**src/rtl/rmii_mii_bridge_ce.sv**
```systemverilog
// rmii_mii_bridge_ce: single-clock RMII<->MII bridge on the 50 MHz reference clock,
// with nibble-rate enable, preamble alignment, odd-dibit detection and TX IPG policing.
module rmii_mii_bridge_ce #(
  parameter bit SPEED_100  = 1'b1,
  parameter int TX_IPG_NIB = 24
) (
  input  logic        eth_clk,
  input  logic        sys_rst_n,
  output logic        mii_ce,
  input  logic        rmii_rx_dv,
  input  logic [1:0]  rmii_rx_data,
  output logic        mii_rx_dv,
  output logic [3:0]  mii_rx_data,
  output logic        rx_err,
  output logic [15:0] rx_frame_cnt,
  input  logic        mii_tx_en,
  input  logic [3:0]  mii_tx_data,
  output logic        rmii_tx_en,
  output logic [1:0]  rmii_tx_data,
  output logic        tx_busy,
  output logic        tx_ipg_viol
);
  localparam int GW = $clog2(TX_IPG_NIB + 1);
  typedef enum logic [1:0] {IDLE, PRE, DATA} rx_st_e;
  rx_st_e st_q, st_d;
  logic [3:0] div_q, div_d;
  logic ph_q, ph_d, stb;
  logic [1:0] lo_q, lo_d;
  logic odd_q, odd_d, rdv_q, rdv_d, err_q, err_d;
  logic [3:0] rdat_q, rdat_d;
  logic [15:0] cnt_q, cnt_d;
  logic en_q, en_d, sup_q, sup_d, ten_q, ten_d, viol_q, viol_d;
  logic [1:0] hi_q, hi_d, tdat_q, tdat_d;
  logic [GW-1:0] gap_q, gap_d;
  logic rise, fall, viol, sup_nx, send;
  assign stb    = SPEED_100 ? 1'b1 : (div_q == 4'd9);
  assign div_d  = (SPEED_100 || div_q == 4'd9) ? 4'd0 : div_q + 4'd1;
  assign ph_d   = ph_q ^ stb;
  assign mii_ce = stb & ph_q;
  always_comb begin
    st_d = st_q;
    lo_d = lo_q;
    odd_d = odd_q;
    rdv_d = rdv_q;
    rdat_d = rdat_q;
    err_d = 1'b0;
    cnt_d = cnt_q;
    if (stb)
      case (st_q)
        IDLE: st_d = rmii_rx_dv ? PRE : IDLE;
        PRE: begin
          st_d = !rmii_rx_dv ? IDLE : (rmii_rx_data == 2'b01) ? DATA : PRE;
          lo_d = rmii_rx_data;
          odd_d = 1'b1;
        end
        DATA: begin
          // An odd ending drops the partial nibble; the last full nibble has then
          // already been shown for a whole nibble period, so valid drops here too.
          if (!rmii_rx_dv) begin
            st_d = IDLE;
            rdv_d = 1'b0;
            err_d = odd_q;
            cnt_d = cnt_q + 16'd1;
          end else if (odd_q) begin
            rdat_d = {rmii_rx_data, lo_q};
            rdv_d = 1'b1;
            odd_d = 1'b0;
          end else begin
            lo_d = rmii_rx_data;
            odd_d = 1'b1;
          end
        end
        default: st_d = IDLE;
      endcase
  end
  assign rise   = mii_tx_en & ~en_q;
  assign fall   = ~mii_tx_en & en_q;
  assign viol   = rise & (gap_q != '0);
  assign sup_nx = viol | (sup_q & mii_tx_en);
  assign send   = mii_tx_en & ~sup_nx;
  always_comb begin
    en_d = en_q;
    sup_d = sup_q;
    ten_d = ten_q;
    tdat_d = tdat_q;
    hi_d = hi_q;
    gap_d = gap_q;
    viol_d = 1'b0;
    // The nibble on which enable falls is the first idle nibble of the gap.
    if (mii_ce) begin
      en_d = mii_tx_en;
      sup_d = sup_nx;
      ten_d = send;
      tdat_d = send ? mii_tx_data[1:0] : 2'b00;
      hi_d = send ? mii_tx_data[3:2] : 2'b00;
      viol_d = viol;
      gap_d = fall ? GW'(TX_IPG_NIB - 1) : (gap_q != '0) ? gap_q - GW'(1) : gap_q;
    end else if (stb) begin
      tdat_d = hi_q;
    end
  end
  always_ff @(posedge eth_clk or negedge sys_rst_n)
    if (!sys_rst_n) begin
      st_q <= IDLE;
      div_q <= '0;
      ph_q <= 1'b0;
      lo_q <= '0;
      odd_q <= 1'b0;
      rdv_q <= 1'b0;
      rdat_q <= '0;
      err_q <= 1'b0;
      cnt_q <= '0;
      en_q <= 1'b0;
      sup_q <= 1'b0;
      ten_q <= 1'b0;
      tdat_q <= '0;
      hi_q <= '0;
      gap_q <= '0;
      viol_q <= 1'b0;
    end else begin
      st_q <= st_d;
      div_q <= div_d;
      ph_q <= ph_d;
      lo_q <= lo_d;
      odd_q <= odd_d;
      rdv_q <= rdv_d;
      rdat_q <= rdat_d;
      err_q <= err_d;
      cnt_q <= cnt_d;
      en_q <= en_d;
      sup_q <= sup_d;
      ten_q <= ten_d;
      tdat_q <= tdat_d;
      hi_q <= hi_d;
      gap_q <= gap_d;
      viol_q <= viol_d;
    end
  assign mii_rx_dv    = rdv_q;
  assign mii_rx_data  = rdat_q;
  assign rx_err       = err_q;
  assign rx_frame_cnt = cnt_q;
  assign rmii_tx_en   = ten_q;
  assign rmii_tx_data = tdat_q;
  assign tx_busy      = en_q | (gap_q != '0);
  assign tx_ipg_viol  = viol_q;
endmodule

```
**config.mk**
```make
export PLATFORM = sky130hd
export DESIGN_NAME = rmii_mii_bridge_ce
export DESIGN_NICKNAME = d
export VERILOG_FILES = /design/src/rtl/rmii_mii_bridge_ce.sv
export SDC_FILE = /design/constraint.sdc
export NUM_CORES = 1
export LEC_CHECK = 0
export BUFFER_PORTS_ARGS = -buffer_cell sky130_fd_sc_hd__buf_4
export CORE_MARGIN = 3
export CORE_UTILIZATION = 30
export CTS_CLUSTER_DIAMETER = 80
export DETAILED_ROUTE_END_ITERATION = 8
export MAX_ROUTING_LAYER = met4
export PLACE_DENSITY = 0.52
export SYNTH_ARGS = -nofsm -noshare
export SYNTH_HDL_FRONTEND = slang
export SYNTH_SLANG_ARGS = --single-unit
```
**constraint.sdc**
```tcl
create_clock -name eth_clk -period 2.53 [get_ports eth_clk]
set_input_delay 0.506 -clock eth_clk [delete_from_list [all_inputs] [get_ports eth_clk]]
set_output_delay 0.506 -clock eth_clk [all_outputs]
set_load 0.005 [all_outputs]
```
==> key figures <==
Outcome
  – Outcome: complete, no violations

Placement
  – DP Wirelength: between 2 and 3 mm
  – Gp weighted congestion: around 0.76
  – Number of I/O port buffers: 37

Routing
  – Drt total wl: about 3.6 mm
  – Drt wl/cell: between 10 and 15 um
  – DRT iter0 DRCs: 61
  – Post-route met1 wirelength: about 1.7 mm
  – Max layer used: met4
  – DRT Pass-1 Iters: 4
  – DRT antenna net count: 0
  – Drt drc: 0
  – WL met2: around 1.6 mm
  – Via density per instance: approximately 4.7
  – Met3 WL: about 220 um
  – Via count: about 1,300

Clock tree
  – Root Buffer: clkbuf_8
  – # H-tree levels: 2
  – Worst-Skew Late Latency: ~0.29 ns
  – Clock buffer depth: 2
  – CTS-repair resized insts: 0
  – Num CTS Buffers: 5
  – Post-cts hold buffer count: 0
  – CTS tree: built
  – # Post-CTS Setup Buffers: 0
  – Worst-path clk slew: about 0.080 ns
  – Clock sink total: ~40

Global route
  – GRT Util Overall: around an eighth
  – Largest net degree at the start of global routing: 42
  – Global-route wire length before repair: 6.52 mm
  – Vias in the first global route: around 1,400
  – Initial antenna violation count: 0
  – Grt ovf: 0

Pwr
  – VDD IR max: between 0.0002 and 0.0003 V
  – Switching share of power: 25.7%
  – Power Density: 696 nW/um^2
  – Static Leakage: roughly 0.0011 uW
  – Gate power share: about 16%
  – Flop pwr share: a little over half
  – Power, Total: about 1600 uW
  – Pint: about 1200 uW
  – Net Switching: between 400 and 500 uW
  – Power share of the clock group: a little under a third

Critical path
  – Critical path peak fanout: 3
  – Arr. time, crit path: 1.50 ns
  – CP required: approximately 2 ns
  – CP Class: reg -> out
  – Worst setup SP type: flip-flop
  – FF-to-FF path depth: 6
  – Worst Setup End Kind: output port

STA
  – Setup Total Neg Slack: 0 ns
  – Achievable frequency: roughly 500 MHz
  – Crit share post-route: around 80%
  – RSZ-0062 raised after global routing: no
  – Final Max Slew Viols: 0
  – Clk_skew: ~0.0072 ns
  – Tmin final: approximately 2 ns
  – Worst-margin pin slew: ~0.52 ns
  – Setup violations, final: 0
  – Worst hold margin: ~0.19 ns
  – Relative slew slack: around two thirds
  – Final Hold Fails: 0

Yosys
  – Post-synthesis cell count: approximately 160
  – Asr flop ratio synth: 100%
  – Yosys top cell area share: 57.1%
  – Synth Cell Area: 1800 sq um
  – Count leader, synth: dfrtp_1
  – Commonest cells in the netlist: dfrtp_1, nand2_1, xnor2_1
  – Synth unique cells: 33
  – Syn Nets: 168
  – FF+latch count, synth: 41
  – Syn. warnings: 0
  – Syn Area/Cell: 11.5 sq um
  – Synth area leaders: dfrtp_1, xnor2_1, nand2_1
  – Most used DFF post-synth: dfrtp_1
  – Post-synth EDFFs: 0
  – Post-synth top area cell: dfrtp_1
  – Sequential area share after synthesis: 57.1%

Finish
  – Final #Nets: around 210
  – # diodes: 0
  – Fill count: approximately 570
  – Share of cells above drive strength 1: roughly 29%
  – Synth-to-layout area growth: 26.1%
  – Core Util, Final: about 40%

Die
  – Die width: 83.4 um
  – I/O pin cnt: 38
  – Die height: 83.4 um
  – Number of core rows: 27
  – Die footprint: just under 7000 sq um
  – Initial Util: about a third
  – Core ar.: 5640 sq um

Run
  – Max cap viols: 0

Min path
  – HP Class: in -> async
final timing paths:
| check | from | end | slack, ns |
|---|---|---|---|
| worst min-delay path | sys_rst_n | rmii_tx_data[0] | 0.19 |
| worst max register to register | gap_q[0] | rmii_tx_data[0] | 0.87 |
| min in group eth_clk | mii_tx_data[3] | hi_q[1] | 0.41 |
| max in group asynchronous | sys_rst_n | lo_q[1] | 1.98 |
| worst max-delay path | gap_q[0] | tx_busy | 0.52 |
| worst min register to register | rx_frame_cnt[15] | rx_frame_cnt[15] | 0.47 |
critical path: stages (launching register included):
cell     delay [ns]
dfrtp_1        0.38
inv_1          0.09
ha_1           0.18
nor4b_1        0.34
nand2_1        0.10
buf_4          0.14
per-layer routing:
metal,vias to the layer above,track usage [%]
met2,31,18.1
met5,-,-
li1,621,-
met4,0,3.57
met1,604,14.4
met3,7,4.66
cell usage in the layout, fill, tap and decap left out, drive strengths merged:
cell type	instances
dfrtp	41
buf	37
nand2	18
xnor2	11
nor2	10
inv	9
nand3	9
xor2	6
mux2	6
nor3	6
a21o	5
a21oi	5
clkbuf	5
nor2b	3
o21ai	3
and4	3
nand4	3
and2	2
and3	2
a31oi	2
ha	2
nor3b	2
nor4b	1
or4b	1
and4bb	1
o31ai	1
o211ai	1
a311oi	1
nor4	1
bufinv	1
clkinv	1
area by class of cell:
type	instances	area, sq um	area share (%)
clock buffers	5	68.8	3.04
clock inverters	2	35.0	1.55
repair buffers	37	278	12.3
well taps	72	90.1	3.98
inverters	9	33.8	1.49
multi-input cells	105	732	32.3
flip-flops and latches	41	1030	45.3
through the flow:
stage | instance area (sq um) | setup slack [ns] | std cells
floorplan | 1800 | 1.04 | 156
global placement | 2160 | 0.846 | 264
detailed placement | 2160 | 0.822 | 264
CTS | 2260 | 0.497 | 271
global route | 2260 | 0.337 | 271
finish | 2260 | 0.524 | 271
power by group through the flow:
stage / logic (uW) / registers [uW] / clock network [uW]
2_1_floorplan: 130 / 822 / 0
3_3_place_gp: 246 / 838 / 0
3_5_place_dp: 253 / 838 / 0
4_1_cts: 254 / 827 / 536
5_1_grt: 289 / 845 / 561
6_report: 246 / 826 / 502
registers in the layout, indices dropped and copies added, names as in the netlist, 2 cells and up:
register / count
rx_frame_cnt: 16
gap_q: 5
mii_rx_data: 4
hi_q: 2
lo_q: 2
rmii_tx_data: 2
st_q: 2
cells by family after synthesis:
logic type | share of synthesized area [%]
mux | 3.76
buf+inv | 2.09
simple gates | 21.0
xor+xnor | 8.29
compound gates | 6.34
fa+ha+maj | 1.39
flops | 57.1
No activity file was read; power rests on OpenSTA's default activity.
